<file path="src/rtl/result_formatter_pkg.sv">
// Shared definitions for the result formatter: ASCII constants, the
// formatter state enum and the BCD digit-count helper.
package AocPkg;

  localparam logic [7:0] ASCII_ZERO = 8'h30;
  localparam logic [7:0] ASCII_NL   = 8'h0A;
  localparam logic [7:0] ASCII_E    = 8'h45;
  localparam logic [7:0] ASCII_R    = 8'h52;

  typedef enum logic [2:0] {
    FMT_IDLE,
    FMT_CONVERT,
    FMT_EMIT,
    FMT_NEWLINE,
    FMT_ERRMSG
  } Fmt_e;

  // Decimal digits needed for an unsigned value of the given width
  // (log10(2) ~= 0.30103).
  function automatic int max_digits(input int bits);
    return (bits * 30103) / 100000 + 1;
  endfunction

endpackage

</file>
<file path="src/rtl/result_formatter_bcd_step.sv">
// One double-dabble iteration: add 3 to every BCD nibble >= 5, then shift
// the whole BCD vector left by one, inserting the incoming binary bit.
// Ports:
//   bcd_i - current BCD vector (DIGITS nibbles)
//   bit_i - next binary bit, MSB first
//   bcd_o - BCD vector after add-3 and shift
module bcd_step #(
  parameter int DIGITS = 15
) (
  input  logic [4*DIGITS-1:0] bcd_i,
  input  logic                bit_i,
  output logic [4*DIGITS-1:0] bcd_o
);

  logic [4*DIGITS-1:0] adj;
  logic                unused_top_bit;

  always_comb begin
    adj = bcd_i;
    for (int i = 0; i < DIGITS; i++) begin
      if (bcd_i[4*i +: 4] >= 4'd5) begin
        adj[4*i +: 4] = bcd_i[4*i +: 4] + 4'd3;
      end
    end
  end

  // The digit count is sized so the top nibble never reaches 8; its MSB
  // is always zero and is dropped by the shift.
  assign unused_top_bit = adj[4*DIGITS-1];
  assign bcd_o          = {adj[4*DIGITS-2:0], bit_i};

endmodule

</file>
<file path="src/rtl/result_formatter.sv">
// Captures the solver total on Start, converts it to decimal with a
// bit-serial double-dabble loop and streams the digits (leading zeros
// suppressed) plus a newline as ASCII over a valid/ready byte interface.
// ErrorIn on Start emits "ERR\n" instead.
// Ports:
//   Clk, Rst       - clock, synchronous active-high reset
//   Start, Value,
//   ErrorIn        - request, binary total, error flag (sampled in IDLE)
//   TxData/TxValid/
//   TxReady        - registered byte stream toward the UART
//   Busy           - high whenever not IDLE
//   Done           - one-cycle pulse after the final byte is accepted
module result_formatter
  import AocPkg::*;
#(
  parameter int VALUE_BITS = 48
) (
  input  logic                  Clk,
  input  logic                  Rst,
  input  logic                  Start,
  input  logic [VALUE_BITS-1:0] Value,
  input  logic                  ErrorIn,
  output logic [7:0]            TxData,
  output logic                  TxValid,
  input  logic                  TxReady,
  output logic                  Busy,
  output logic                  Done
);

  localparam int MAX_DIGITS = max_digits(VALUE_BITS);
  localparam int BW         = 4 * MAX_DIGITS;
  localparam int CW         = $clog2(VALUE_BITS);
  localparam int PW         = $clog2(MAX_DIGITS);

  Fmt_e                  state_q, state_d;
  logic [VALUE_BITS-1:0] shift_q, shift_d;
  logic [BW-1:0]         bcd_q, bcd_d, step_bcd;
  logic [CW-1:0]         cnt_q, cnt_d;
  logic [PW-1:0]         ptr_q, ptr_d, msd;
  logic [1:0]            idx_q, idx_d;
  logic [7:0]            tx_data_q, tx_data_d;
  logic                  tx_valid_q, tx_valid_d;
  logic                  done_q, done_d;
  logic                  hs;
  logic [3:0]            nib;

  bcd_step #(.DIGITS(MAX_DIGITS)) u_step (
    .bcd_i (bcd_q),
    .bit_i (shift_q[VALUE_BITS-1]),
    .bcd_o (step_bcd)
  );

  // Most significant nonzero digit of the freshly stepped BCD, so the
  // pointer is ready on the same edge the last bit is shifted in.
  always_comb begin
    msd = '0;
    for (int i = 0; i < MAX_DIGITS; i++) begin
      if (step_bcd[4*i +: 4] != 4'd0) msd = PW'(i);
    end
  end

  assign hs = tx_valid_q & TxReady;

  always_comb begin
    state_d = state_q;
    shift_d = shift_q;
    bcd_d   = bcd_q;
    cnt_d   = cnt_q;
    ptr_d   = ptr_q;
    idx_d   = idx_q;
    done_d  = 1'b0;
    case (state_q)
      FMT_IDLE: begin
        if (Start) begin
          if (ErrorIn) begin
            idx_d   = '0;
            state_d = FMT_ERRMSG;
          end else begin
            shift_d = Value;
            bcd_d   = '0;
            cnt_d   = '0;
            state_d = FMT_CONVERT;
          end
        end
      end
      FMT_CONVERT: begin
        shift_d = {shift_q[VALUE_BITS-2:0], 1'b0};
        bcd_d   = step_bcd;
        cnt_d   = cnt_q + 1'b1;
        if (cnt_q == CW'(VALUE_BITS - 1)) begin
          ptr_d   = msd;
          state_d = FMT_EMIT;
        end
      end
      FMT_EMIT: begin
        if (hs) begin
          if (ptr_q == '0) state_d = FMT_NEWLINE;
          else             ptr_d   = ptr_q - 1'b1;
        end
      end
      FMT_NEWLINE: begin
        if (hs) begin
          done_d  = 1'b1;
          state_d = FMT_IDLE;
        end
      end
      FMT_ERRMSG: begin
        if (hs) begin
          if (idx_q == 2'd3) begin
            done_d  = 1'b1;
            state_d = FMT_IDLE;
          end else begin
            idx_d = idx_q + 1'b1;
          end
        end
      end
      default: state_d = FMT_IDLE;
    endcase
  end

  // Output byte is computed from the next state so TxData/TxValid can be
  // registered yet still present the new byte right after a handshake.
  always_comb begin
    nib = '0;
    for (int i = 0; i < MAX_DIGITS; i++) begin
      if (ptr_d == PW'(i)) nib = bcd_d[4*i +: 4];
    end
  end

  always_comb begin
    tx_valid_d = 1'b0;
    tx_data_d  = 8'h00;
    case (state_d)
      FMT_EMIT: begin
        tx_valid_d = 1'b1;
        tx_data_d  = ASCII_ZERO + {4'h0, nib};
      end
      FMT_NEWLINE: begin
        tx_valid_d = 1'b1;
        tx_data_d  = ASCII_NL;
      end
      FMT_ERRMSG: begin
        tx_valid_d = 1'b1;
        if (idx_d == 2'd0)      tx_data_d = ASCII_E;
        else if (idx_d == 2'd3) tx_data_d = ASCII_NL;
        else                    tx_data_d = ASCII_R;
      end
      default: ;
    endcase
  end

  always_ff @(posedge Clk) begin
    if (Rst) begin
      state_q    <= FMT_IDLE;
      shift_q    <= '0;
      bcd_q      <= '0;
      cnt_q      <= '0;
      ptr_q      <= '0;
      idx_q      <= '0;
      tx_data_q  <= 8'h00;
      tx_valid_q <= 1'b0;
      done_q     <= 1'b0;
    end else begin
      state_q    <= state_d;
      shift_q    <= shift_d;
      bcd_q      <= bcd_d;
      cnt_q      <= cnt_d;
      ptr_q      <= ptr_d;
      idx_q      <= idx_d;
      tx_data_q  <= tx_data_d;
      tx_valid_q <= tx_valid_d;
      done_q     <= done_d;
    end
  end

  assign TxData  = tx_data_q;
  assign TxValid = tx_valid_q;
  assign Busy    = (state_q != FMT_IDLE);
  assign Done    = done_q;

endmodule

</file>
<file path="config.mk">
export PLATFORM = sky130hd
export DESIGN_NAME = result_formatter
export DESIGN_NICKNAME = d
export VERILOG_FILES = /design/src/rtl/result_formatter_pkg.sv /design/src/rtl/result_formatter_bcd_step.sv /design/src/rtl/result_formatter.sv
export SDC_FILE = /design/constraint.sdc
export NUM_CORES = 1
export LEC_CHECK = 0
export BUFFER_PORTS_ARGS = -buffer_cell sky130_fd_sc_hd__buf_2
export CAP_MARGIN = 25
export CORE_MARGIN = 2
export CORE_UTILIZATION = 55
export DETAILED_ROUTE_END_ITERATION = 10
export PLACE_DENSITY = 0.74
export SYNTH_ARGS = -nofsm -noshare
export SYNTH_HDL_FRONTEND = slang
export SYNTH_SLANG_ARGS = --single-unit
</file>
<file path="constraint.sdc">
create_clock -name Clk -period 3.7 [get_ports Clk]
set_input_delay 1.11 -clock Clk [delete_from_list [all_inputs] [get_ports Clk]]
set_output_delay 1.11 -clock Clk [all_outputs]
set_load 0.01 [all_outputs]
</file>
* Word-level counts from Yosys, hierarchy flattened *
Index checks and enable logic that the tools add are counted.

operators by class
  $lt $le $gt $ge = 15
  multiplexer cells = 79
  $add $sub $neg = 19
  equality and inequality tests = 26
  bitwise logic cells = 1
  reductions and logical operators = 22

operator list
  operator               count
  $mux W4                45
  $mux W60               2
  $pmux W60 S2           1
  $mux W48               2
  $pmux W48 S2           1
  $ge A4 B3 Y1 const B   15
  $add A4 B2 Y4 const B  14
  $reduce_bool A4 Y1     14
  $eq A4 B4 Y1 const B   7
  $mux W3                9
  $pmux W7 S3            1
  $eq A4 B3 Y1 const B   4
  $pmux W3 S5            1
  $mux W7                2
  $eq A3 B2 Y1 const B   4
  $mux W6                2
  $pmux W6 S2            1
  $eq A4 B2 Y1 const B   2
  $logic_not A4 Y1       2
  $mux W2                4
  $pmux W4 S2            1
  $add A6 B4 Y7 const A  1
  $add A6 B1 Y6 const B  1
  $eq A3 B3 Y1 const B   2
  18 further kinds       24

storage, ports and cells
  bits of input ports = 53
  bits in registers = 133
  word-level logic and storage cells = 171
  output and inout bits = 11

* Longest topological paths before layout *
  depth in word-level cells = 37
  depth in mapped cells = 15
  mapped depth without buffers = 13

* Cells and area by module *
Synthesis repeated with hierarchy kept, for this count alone.

second synthesis, totals
  cells, all modules = 967
  area total of the unflattened synthesis = 7885.1 um2

by module, submodules not included
  module            sequential area each (um2)  cells an instance  instances  area an instance (um2)
  result_formatter  2642.5                      730                1          6377.4
  bcd_step          0.0                         237                1          1507.7

* Least setup slack after synthesis *
No wires, ideal clock.

  path kind = register to register
  start point = reg bcd_q[12]
  end point = reg tx_data_q[1] (netlist: TxData[1])
  data arrival time = 3.304 ns
  period minus slack after synthesis = 3.430 ns
  cell stages (with the launch flop) = 13
  library setup time = 0.125 ns
  slack = 0.270 ns
  required time = 3.575 ns
  buffers on the path = 0
  cell sequence = dfxtp_1 > inv_1 > ha_1 > or3_1 > a221o_1 > or4b_4 > a2111oi_4 > o21a_4 > nor2_4 > mux2i_1 > o311a_1 > nor4b_2 > a31oi_1

on the way
  cells in the longest elaborated chain, start to end = 35
  elaborated cells on any way between the ends = 54
  those cells by class = 2 x add/sub; 1 x order compare; 14 x eq/ne; 34 x mux; 3 x reduce/logical

RTL lines
  what                                           RTL line                                                          RTL
  start: declaration                             result_formatter.sv:37                                            logic [BW-1:0] bcd_q, bcd_d, step_bcd;
  start signal: assignment                       result_formatter.sv:156                                           bcd_q <= '0;
  start signal: assignment                       result_formatter.sv:166                                           bcd_q <= bcd_d;
  $add A4 B2 Y4 or $ge A4 B3 Y1 (tied branches)  result_formatter_bcd_step.sv:22, result_formatter_bcd_step.sv:21
  $mux W4                                        result_formatter_bcd_step.sv:21                                   if (bcd_i[4*i +: 4] >= 4'd5) begin
  $reduce_bool A4 Y1                             result_formatter.sv:58                                            if (step_bcd[4*i +: 4] != 4'd0) msd = PW'(i);
  $mux W4 (12 in series)                         result_formatter.sv:58
  $mux W4                                        result_formatter.sv:90                                            if (cnt_q == CW'(VALUE_BITS - 1)) begin
  $pmux W4 S2                                    result_formatter.sv:72                                            case (state_q)
  $logic_not A4 Y1                               result_formatter.sv:126                                           if (ptr_d == PW'(i)) nib = bcd_d[4*i +: 4];
  $mux W4 (14 in series)                         result_formatter.sv:126
  $mux W4 *                                      result_formatter.sv:126
  $add A6 B4 Y7 *                                result_formatter.sv:136                                           tx_data_d = ASCII_ZERO + {4'h0, nib};
  $pmux W7 S3 *                                  result_formatter.sv:133                                           case (state_d)
  end signal: assignment                         result_formatter.sv:170                                           tx_data_q <= tx_data_d;
  end: declaration                               result_formatter.sv:41                                            logic [7:0] tx_data_q, tx_data_d;

Every way passes the cells marked *; elsewhere a longest branch is shown, timed or not.
A chain may end at the register's enable or synchronous reset.

* Final worst setup path *
  start point = reg bcd_q[44]
  end point = reg tx_data_q[1] (netlist: TxData[1])

on the way
  cells in the longest elaborated chain, start to end = 27
  elaborated cells on any way between the ends = 46
  those cells by class = 2 x add/sub; 1 x order compare; 14 x eq/ne; 26 x mux; 3 x reduce/logical

RTL lines
  what                                           RTL line
  $add A4 B2 Y4 or $ge A4 B3 Y1 (tied branches)  result_formatter_bcd_step.sv:22, result_formatter_bcd_step.sv:21
  $mux W4                                        result_formatter_bcd_step.sv:21
  $reduce_bool A4 Y1                             result_formatter.sv:58
  $mux W4 (4 in series)                          result_formatter.sv:58
  $mux W4                                        result_formatter.sv:90
  $pmux W4 S2                                    result_formatter.sv:72
  $logic_not A4 Y1                               result_formatter.sv:126
  $mux W4 (14 in series)                         result_formatter.sv:126
  $mux W4 *                                      result_formatter.sv:126
  $add A6 B4 Y7 *                                result_formatter.sv:136
  $pmux W7 S3 *                                  result_formatter.sv:133

Marked as above.

==> key figures <==
Floorplanning
  – Num rows: 44
  – Die W: 125.5 um
  – Die area: between 15000 and 20000 um^2
  – I/O pin count: 64
  – Core area: 14480 um^2
  – Die height: 125.5 um
  – Initial Util: 0.5609

Power
  – Pwr Density: 384.5 nW/um^2
  – Final Power: approximately 3.7 mW
  – Maximum VDD drop: ~290 uV
  – Clock network power share: 0.493
  – Fraction of power spent switching nets: 0.2541
  – P_sw: 0.9359 mW
  – Cell internal pwr: 2.747 mW
  – Gate power share: 0.095
  – Reg power frac: 0.412
  – Leakage: approximately 3.8 nW

Setup path
  – CP Cell Sequence: inv_1 -> ha_1 -> nor2b_1 -> o21bai_1 -> mux2i_1 -> buf_4 -> and4_1 -> a211o_1 -> o21a_4 -> nor2_4 -> buf_4 -> o21ai_0 -> a21oi_1 -> nor4b_2 -> a31oi_1
  – Worst R2R Start: bcd_q[44]
  – Stages on worst setup path: 15
  – Critical path capture point type: flop
  – RR Endpoint: TxData[1]
  – CP Launch Point: bcd_q[44]
  – CP dominant cell by count: buf_4
  – Bufs and invs on worst path: 3
  – CP top delay family: compound AO/OA/AOI/OAI gates
  – Startpoint types: flop
  – Worst path arrival time: between 3 and 4 ns
  – Critical Path RT: 4.01 ns
  – Reg2reg path depth: 15
  – CP max stage cell: dfxtp_1
  – CP max stage delay: 0.40 ns
  – CP Class: reg -> reg
  – Highest net fanout along the worst path: 9
  – R2R Setup Slk: 0.17 ns

Worst hold path
  – Hold Path Cell Cnt: 2
  – HP Start: shift_q[0]
  – Worst min-delay path class: reg -> reg
  – Worst hold endpoint: shift_q[0]

Clock network
  – Clk buf depth: 2
  – Worst-path clk slew: 0.06 ns
  – TritonCTS clock tree: yes
  – Hold buffer count at CTS: 0
  – H-tree depth: 4
  – Num Clock Sinks: 132
  – Clock latency on the worst-skew pair: 0.43 ns
  – CTS Buf Count: 17
  – Root Driver: clkbuf_16

STA
  – Hold_ws: approximately 0.47 ns
  – Endpoints failing setup: 0
  – Rel. slew slack: 0.5495
  – Min Tclk post-route: 3.526 ns
  – Count of final hold-check violations: 0
  – Slew Viols, Final: 0
  – Clock skew: 0.007855 ns
  – Tcrit/Tclk final: 0.9530
  – FMAX: between 0.2 and 0.3 GHz
  – Actual slew at the worst max-slew pin: 0.6757 ns
  – Fin Setup TNS: 0 ns

Logic synthesis
  – Post-synth top area share: 0.3254
  – Top post-synthesis cells by area: dfxtp_1, nand2_1, nor2_1
  – Post-Synthesis Net Count: 1155
  – Synth Warn #: 0
  – Post-synth top flop: dfxtp_1
  – Syn_area_per_cell: around 7.6 um^2
  – Synthesized flop and latch total: 132
  – Distinct cells, synth: 76
  – Yosys top cell by area: dfxtp_1
  – Cell count after synthesis: 1067
  – Post-synth EDFFs: 0
  – Seq/Total Area, Yosys: 0.3254
  – Mapped Area: 8122 um^2
  – Share of flip-flops with an asynchronous set or reset: 0

GRT
  – Total global routing overflow: 0
  – GR Util All Layers: 0.2678
  – Number of global-route vias before repair: 7270
  – Largest net degree at the start of global routing: 63
  – First-pass GRT wire length: 35110 um
  – Initial antenna violation count: 0

Finish
  – Share of cells above drive strength 1: 0.1713
  – N_diodes: 0
  – Area grow syn2layout: 17.96%
  – Fill count: 1241
  – Post-layout nets: 1231

Placed design
  – Port Buffers: 62
  – Routability cong.: 0.9608
  – DP HPWL: roughly 15000 um

Drt
  – Routed WL: roughly 22000 um
  – Initial DRC count: between 600 and 700
  – Vias per cell: around 6
  – Drc violations: 0
  – Routed wire length per instance: 16.08 um
  – Pre-Repair DR Iteration Count: 6
  – Antenna Nets Post-Route: 0
  – Vias post-DR: 8052

Run
  – Max_cap viols: 0

Outcome
  – Status: finished clean
-- cell type report --
cell class | instances | area [um^2] | share of cell area
multi-input cells | 829 | 5154 | 0.5379
flip-flops and latches | 132 | 2644 | 0.2760
repair buffers | 120 | 760.7 | 0.07940
clock buffers | 18 | 429.2 | 0.04480
well taps | 184 | 230.2 | 0.02403
clock inverters | 14 | 201.4 | 0.02103
inverters | 43 | 161.4 | 0.01685
-- what timing repair did --
action | in CTS | in global routing
gates resized for setup | 0 | 15
pin swaps | 1 | 9
endpoints found under the setup margin | 2 | 4
buffers inserted | 3 | 2
gates cloned | 0 | 1
-- layout by cell type (no fill, tap or decap), types with 5 or more instances in the layout --
cell type | netlist | layout
and3_1 | 7 | 7
o211ai_1 | 7 | 7
and3b_1 | 5 | 5
a2bb2oi_1 | 7 | 7
clkbuf_16 | 0 | 17
a211oi_1 | 7 | 7
mux2_2 | 6 | 6
o21a_1 | 6 | 5
nand2b_1 | 11 | 11
buf_4 | 1 | 58
nor3_1 | 23 | 23
a21oi_1 | 77 | 75
dfxtp_1 | 132 | 131
nand2_1 | 159 | 158
o31ai_1 | 13 | 13
nor2_1 | 147 | 145
a21o_1 | 6 | 6
or3_1 | 8 | 8
nor2b_1 | 19 | 19
o21ai_0 | 38 | 37
xnor2_1 | 15 | 15
mux2i_1 | 22 | 21
inv_1 | 42 | 42
buf_2 | 2 | 61
nand3_1 | 21 | 21
a22oi_1 | 19 | 19
a311oi_1 | 50 | 49
ha_1 | 35 | 35
a31oi_1 | 7 | 6
a32oi_1 | 9 | 9
nand4_1 | 8 | 8
and2_1 | 13 | 12
nor3b_1 | 14 | 14
-- per-layer routing --
layer,track usage,vias to the layer above,routed length (um)
met4,0.08758,0,539
met3,0.04579,53,1245
met1,0.3422,3734,9629
met5,0,-,0
met2,0.4591,279,10140
li1,-,3986,-
-- synthesized netlist by cell type (all sizes together), types with 4 or more instances --
| cell type | count |
|---|---|
| o31ai | 14 |
| xnor2 | 15 |
| o211ai | 7 |
| a311oi | 50 |
| a21o | 6 |
| inv | 43 |
| and2 | 13 |
| o21bai | 4 |
| nor2 | 148 |
| and3b | 5 |
| o21ai | 43 |
| and3 | 7 |
| nor3 | 24 |
| or3 | 8 |
| mux2 | 6 |
| a2111oi | 7 |
| nand2b | 11 |
| nor3b | 14 |
| nand2 | 160 |
| nand3 | 21 |
| mux2i | 22 |
| a211oi | 8 |
| a31oi | 7 |
| xor2 | 4 |
| a22oi | 19 |
| nand4 | 8 |
| nor2b | 19 |
| dfxtp | 132 |
| clkbuf | 54 |
| o22ai | 4 |
| o21a | 7 |
| o311a | 4 |
| a21oi | 77 |
| a32oi | 9 |
| ha | 35 |
| a2bb2oi | 7 |
| buf | 10 |
-- how the worst max path moves through the flow --
stage	endpoint	slack, ns
floorplan	TxData[1]	0.27
global placement	TxData[3]	-0.14
detailed placement	TxData[3]	-0.07
CTS	TxData[2]	0.06
global route	TxData[3]	-0.08
finish	TxData[1]	0.17
-- power by group through the flow --
| stage | Sequential [mW] | Combinational [mW] | Clock, mW |
|---|---|---|---|
| final | 1.52 | 0.350 | 1.82 |
| after global routing | 1.52 | 0.393 | 1.90 |
| after CTS | 1.52 | 0.349 | 1.83 |
| after detailed placement | 1.55 | 0.347 | 0 |
| after global placement | 1.55 | 0.342 | 0 |
| after floorplan | 1.54 | 0.239 | 0 |
-- sequential cells by signal, indices dropped and copies added, names as in the netlist --
name     count
Done         1
TxData       7
TxValid      1
bcd_q       60
cnt_q        6
idx_q        2
ptr_q        4
shift_q     48
state_q      3
-- cell families after synthesis --
group	after synthesis	synth area share
flops	132	0.3254
xor+xnor	19	0.02049
fa+ha+maj	35	0.05392
mux	28	0.03543
simple gates	457	0.2625
buf+inv	107	0.05207
other cells	1	0.0004617
compound gates	288	0.2497
-- through the flow --
stage	util	area [um^2]	instances	setup WS (ns)
detailed placement	0.6103	8836	1302	-0.06761
global route	0.6617	9580	1340	-0.07909
floorplan	-	8122	1067	0.2703
global placement	0.6103	8836	1302	-0.1422
finish	0.6617	9580	1340	0.1738
CTS	0.6554	9489	1337	0.06260
-- worst register-to-register path, delay by kind of cell, from the launching register on --
family	cells	cell delay, ns
buffers and inverters	3	0.50
adders and majority gates	1	0.24
and+or+nand+nor	4	0.81
DFF	1	0.40
muxes	1	0.15
AOI/OAI and AO/OA	6	1.30
Power figures use the tool's default switching activity.
